--- src/rtl/pipe_div_unit.sv ---
// Iterative restoring divider for the E stage: quotient to LO, remainder to HI; 34-cycle start-to-restart.
// Latency: accepted start edge = cycle 0, busy cycles 1..WIDTH, done pulse in cycle WIDTH+1; stall holds D/E meanwhile.
// Backpressure: stall is raised combinationally while a request is being accepted or computed; cancel aborts silently.
module pipe_div_unit #(
   parameter int WIDTH = 32,
   parameter int CNT_W = 6
) (
   input  logic             clk,
   input  logic             rst,
   input  logic             start,
   input  logic             sign,
   input  logic [WIDTH-1:0] dividend,
   input  logic [WIDTH-1:0] divisor,
   input  logic             cancel,
   output logic             stall,
   output logic             busy,
   output logic             done,
   output logic [WIDTH-1:0] q,
   output logic [WIDTH-1:0] r,
   output logic             div_zero
);

   typedef enum logic [1:0] {
      IDLE = 2'd0,
      CALC = 2'd1,
      DONE = 2'd2
   } state_t;

   localparam logic [CNT_W-1:0] LAST_STEP = CNT_W'(WIDTH - 1);

   state_t           state;
   state_t           state_nxt;
   logic [CNT_W-1:0] cnt;
   logic [WIDTH-1:0] dvd;
   logic [WIDTH-1:0] dvs;
   logic [WIDTH-1:0] prem;
   logic [WIDTH-1:0] quo;
   logic             q_neg;
   logic             r_neg;
   logic             dvs_zero;

   logic             accept;
   logic             last_step;
   logic [WIDTH:0]   shifted;
   logic [WIDTH:0]   trial;
   logic             fits;
   logic [WIDTH-1:0] step_prem;
   logic [WIDTH-1:0] step_quo;

   assign accept    = (state == IDLE) && start && !cancel;
   assign last_step = (cnt == LAST_STEP);
   assign stall     = accept || (state == CALC);
   assign busy      = (state == CALC);

   // One restoring step: bring in the next dividend bit, keep the difference if it did not borrow.
   assign shifted   = {prem, dvd[WIDTH-1]};
   assign trial     = shifted - {1'b0, dvs};
   assign fits      = !trial[WIDTH];
   assign step_prem = fits ? trial[WIDTH-1:0] : shifted[WIDTH-1:0];
   assign step_quo  = {quo[WIDTH-2:0], fits};

   always_ff @(posedge clk) begin
      if (rst) begin
         state <= IDLE;
      end else begin
         state <= state_nxt;
      end
   end

   always_comb begin
      state_nxt = state;
      case (state)
         IDLE: begin
            if (accept) begin
               state_nxt = CALC;
            end
         end
         CALC: begin
            if (cancel) begin
               state_nxt = IDLE;
            end else if (last_step) begin
               state_nxt = DONE;
            end
         end
         DONE:    state_nxt = IDLE;
         default: state_nxt = IDLE;
      endcase
   end

   always_ff @(posedge clk) begin
      if (rst) begin
         cnt      <= '0;
         dvd      <= '0;
         dvs      <= '0;
         prem     <= '0;
         quo      <= '0;
         q_neg    <= 1'b0;
         r_neg    <= 1'b0;
         dvs_zero <= 1'b0;
         done     <= 1'b0;
         q        <= '0;
         r        <= '0;
         div_zero <= 1'b0;
      end else begin
         done <= 1'b0;
         case (state)
            IDLE: begin
               if (accept) begin
                  dvd      <= (sign && dividend[WIDTH-1]) ? -dividend : dividend;
                  dvs      <= (sign && divisor[WIDTH-1])  ? -divisor  : divisor;
                  prem     <= '0;
                  quo      <= '0;
                  cnt      <= '0;
                  q_neg    <= sign && (dividend[WIDTH-1] ^ divisor[WIDTH-1]);
                  r_neg    <= sign && dividend[WIDTH-1];
                  dvs_zero <= (divisor == '0);
               end
            end
            CALC: begin
               if (!cancel) begin
                  prem <= step_prem;
                  quo  <= step_quo;
                  dvd  <= {dvd[WIDTH-2:0], 1'b0};
                  cnt  <= cnt + CNT_W'(1);
                  if (last_step) begin
                     // Results land on the edge into DONE so they are valid during the done pulse.
                     // A zero divisor leaves |dividend| in prem, so the sign fix restores the raw dividend.
                     done     <= 1'b1;
                     q        <= dvs_zero ? '1 : (q_neg ? -step_quo : step_quo);
                     r        <= r_neg ? -step_prem : step_prem;
                     div_zero <= dvs_zero;
                  end
               end
            end
            default: ;
         endcase
      end
   end

endmodule

--- config.mk ---
export PLATFORM = sky130hd
export DESIGN_NAME = pipe_div_unit
export DESIGN_NICKNAME = d
export VERILOG_FILES = /design/src/rtl/pipe_div_unit.sv
export SDC_FILE = /design/constraint.sdc
export NUM_CORES = 1
export LEC_CHECK = 0
export ABC_AREA = 1
export BUFFER_PORTS_ARGS = -buffer_cell sky130_fd_sc_hd__clkbuf_2
export CORE_AREA = 5 5 152 154
export DETAILED_ROUTE_END_ITERATION = 8
export DIE_AREA = 0 0 157 159
export HOLD_SLACK_MARGIN = 0.06
export PLACE_DENSITY = 0.88
export SKIP_CTS_REPAIR_TIMING = 1
export SLEW_MARGIN = 20
export SYNTH_ARGS = -nofsm -noshare
export SYNTH_HDL_FRONTEND = slang
export SYNTH_SLANG_ARGS = --single-unit
--- constraint.sdc ---
create_clock -name clk -period 9.7 [get_ports clk]
set_input_delay 0 -clock clk [delete_from_list [all_inputs] [get_ports clk]]
set_output_delay 0 -clock clk [all_outputs]
set_load 0.1 [all_outputs]
==> impl_metrics.ini <==
[run_status]
run_status = finished, violations left
failed_checks = design-rule violations

[detailed_routing]
first_pass_iters = 9
avgViaCountPerCell = 5.84
route.vias.total = 15500
ant_nets = 0
routedWlPerCell_microns = 17.0
drt_iter0_markers = 1632
drc_errors = 1
routed_wl_microns = 45200

[critical_path]
crit_fanout = 86
timing.rr.start = state[0]
critical_path_class = reg2reg
worstReg2RegEnd = q[15]
cp.required_ns = 10.12
cp-start-kind = register
r2r_cells = 12
reg2reg_slack_ns = 4.56
endpoint_kind = register
critical_path.endpoint = q[15]
cp_data_arrival_time_ns = 5.57
startpoint = state[0]

[hold_path]
min_path_type = in2reg

[timing]
fmax_ghz = 0.194
timing.final.ws_setup_ns = 4.56
finalMaxSlewViolations = 0
setup_viol = 0
tightest_slew_ns = 1.08
finalSetupTns_ns = 0
fin_crit_sh_pct = 53.0
skew_ns = 0.0289
layout_min_cycle_time_ns = 5.14
finalHoldViolations = 0
grt_setup_unrepaired = no
relSlewSlack_pct = 27.6

[logic_synthesis]
synth_top_cell_by_area = dfxtp_1
synth.top_cells.by_area = dfxtp_1 30%, nand2_1 17%, inv_1 8.6%
yosys.area.top_type_share_pct = 29.7
synth.avg_cell_area_sq_um = 6.27
yosys.cell_types.count = 52
ys_top_cells_by_count = 636 x nand2_1, 315 x inv_1, 204 x dfxtp_1
synth_most_common_cell = nand2_1
synth_warnings = 0
yosysSeqAreaShare_pct = 29.7
synthesis.nets = 2299
ys_ff_latch = 204
async_reset_ff_share_pct = 0
synth_edf_count = 0
syn-instance-count = 2192
syn-cell-area_sq_um = 13800
synth_flop_cell = dfxtp_1

[global_route]
grt_use_total_pct = 31.0
grt_overflow = 0
antenna_found_initial = 2
grt_start_max_net_pins = 92
grt_pass1_wl_microns = 65700
grt_pass1_vias = 13600

[power]
pwr-share-clk_pct = 39.5
switching_power_mw = 0.695
power.density_nw_per_um2 = 137
p_leak_nw = 8.38
ir_drop_uv = 116
swShare_pct = 31.4
p_int_mw = 1.52
p_seq_share_pct = 39.3
p_comb_share_pct = 21.2

[run]
maxCapViolations = 0

[die]
die-width_microns = 157
start_util_pct = 63.8
ios = 137
die-area_sq_um = 25000
rows = 54
core-area_sq_um = 21600
die_h_microns = 159

[clock_network]
path_clk_slew_ns = 0.07
cts_inserted_buffers = 22
cts_tree = yes
cts_sinks = 204
clockBufferDepth = 3
clock_latency_ns = 0.53
htree_levels = 1
root_buffer = clkbuf_16

[placement]
port_buffers = 136
dpl.hpwl_microns = 29400
pre_cts_slack_ns = 4.75
gp_congestion = 0.971

[final_layout]
layout-drive-gt1-share_pct = 11.6
fill_cells = 1701
area_delta_synth_final_pct = 17.4
fin_nets = 2472
## worst max-delay path, cell delays in order, from the launching register on
cell	delay, ns
dfxtp_1	0.35
inv_1	0.05
nor2_1	0.52
inv_1	0.43
nor2_4	0.17
buf_4	0.71
nand2_1	0.37
nor2_1	0.90
clkinv_1	0.88
a21oi_1	0.31
o21ai_0	0.12
o211ai_1	0.10
inv_1	0.06
## registers in the layout (all words and copies together), names as in the netlist, 2 cells and up
name / flops
dvd: 32
dvs: 32
prem: 32
q: 32
r: 32
quo: 31
cnt: 6
state: 2
## how the worst min path moves through the flow
stage                       startpoint  endpoint  slack (ns)  cells past startpoint
after floorplan           dividend[18]   dvd[18]        0.14                      2
after global placement    dividend[18]   dvd[18]        0.28                      3
after detailed placement  dividend[18]   dvd[18]        0.29                      3
after CTS                 dividend[18]   dvd[18]       -0.25                      3
after global routing             start    dvs[2]        0.21                      5
final                            start    dvs[2]        0.17                      5
## area by class of cell
cell class	instances	area, sq um	share of cell area [%]
clock buffers	35	669	4.15
well taps	280	350	2.17
multi-input cells	1581	8100	50.2
inverters	323	1210	7.51
repair buffers	233	1630	10.1
clock inverters	5	86.3	0.535
flip-flops and latches	204	4080	25.3
diodes	2	5.00	0.0310
## logic make-up after synthesis
logic type	share of synthesized area, %
AO/OA/AOI/OAI	17.2
XOR/XNOR	4.52
adder cells (fa/ha/maj)	3.51
buffers and inverters	11.5
flip-flops	29.7
AND/OR/NAND/NOR	33.5
## layout by cell type (no fill, tap or decap), types with 5 or more instances in the layout
master	n
xor2_1	51
o22ai_1	7
nand2_1	636
clkbuf_1	6
o21ai_2	5
nand2_2	37
buf_4	9
o21bai_1	7
inv_1	313
clkbuf_16	22
xnor2_1	20
nor2_1	159
o31ai_1	5
clkbuf_8	7
nand4_1	17
nor4_1	11
dlygate4sd3_1	89
clkbuf_2	135
nand2_4	6
a22oi_1	11
o21ai_0	129
dfxtp_1	204
nor3_1	26
nor2_4	6
ha_1	37
or2_2	7
nand3b_1	13
clkinv_1	5
inv_2	5
a21oi_2	5
a21oi_1	165
a31oi_1	18
nor2_2	17
o221ai_1	29
nand3_1	113
o211ai_1	8
## power by group through the flow
| stage | Combinational, mW | Clock [mW] | Sequential, mW |
|---|---|---|---|
| after global placement | 0.405 | 0 | 0.886 |
| after global routing | 0.514 | 0.915 | 0.872 |
| after CTS | 0.417 | 0.868 | 0.869 |
| after floorplan | 0.309 | 0 | 0.884 |
| final | 0.469 | 0.874 | 0.871 |
| after detailed placement | 0.413 | 0 | 0.887 |
## per-layer routing
metal | up-vias | track usage, % | wire (microns)
li1 | 7396 | - | -
met1 | 7010 | 40.0 | 17500
met4 | 0 | 10.7 | 2430
met5 | - | 0 | 0
met3 | 244 | 3.32 | 3570
met2 | 892 | 53.6 | 21700
## stage by stage
stage          area [sq um]  instances  hold WS [ns]  power (mW)  utilization [%]
2_1_floorplan         13800       2192         0.143        1.19                -
5_1_grt               16100       2663         0.212        2.30             74.9
4_1_cts               15200       2572        -0.254        2.15             70.7
6_report              16100       2663         0.175        2.21             74.9
3_5_place_dp          14500       2532         0.287        1.30             67.2
3_3_place_gp          14500       2532         0.283        1.29             67.2
Note: power is estimated with default switching activity, not from simulation.
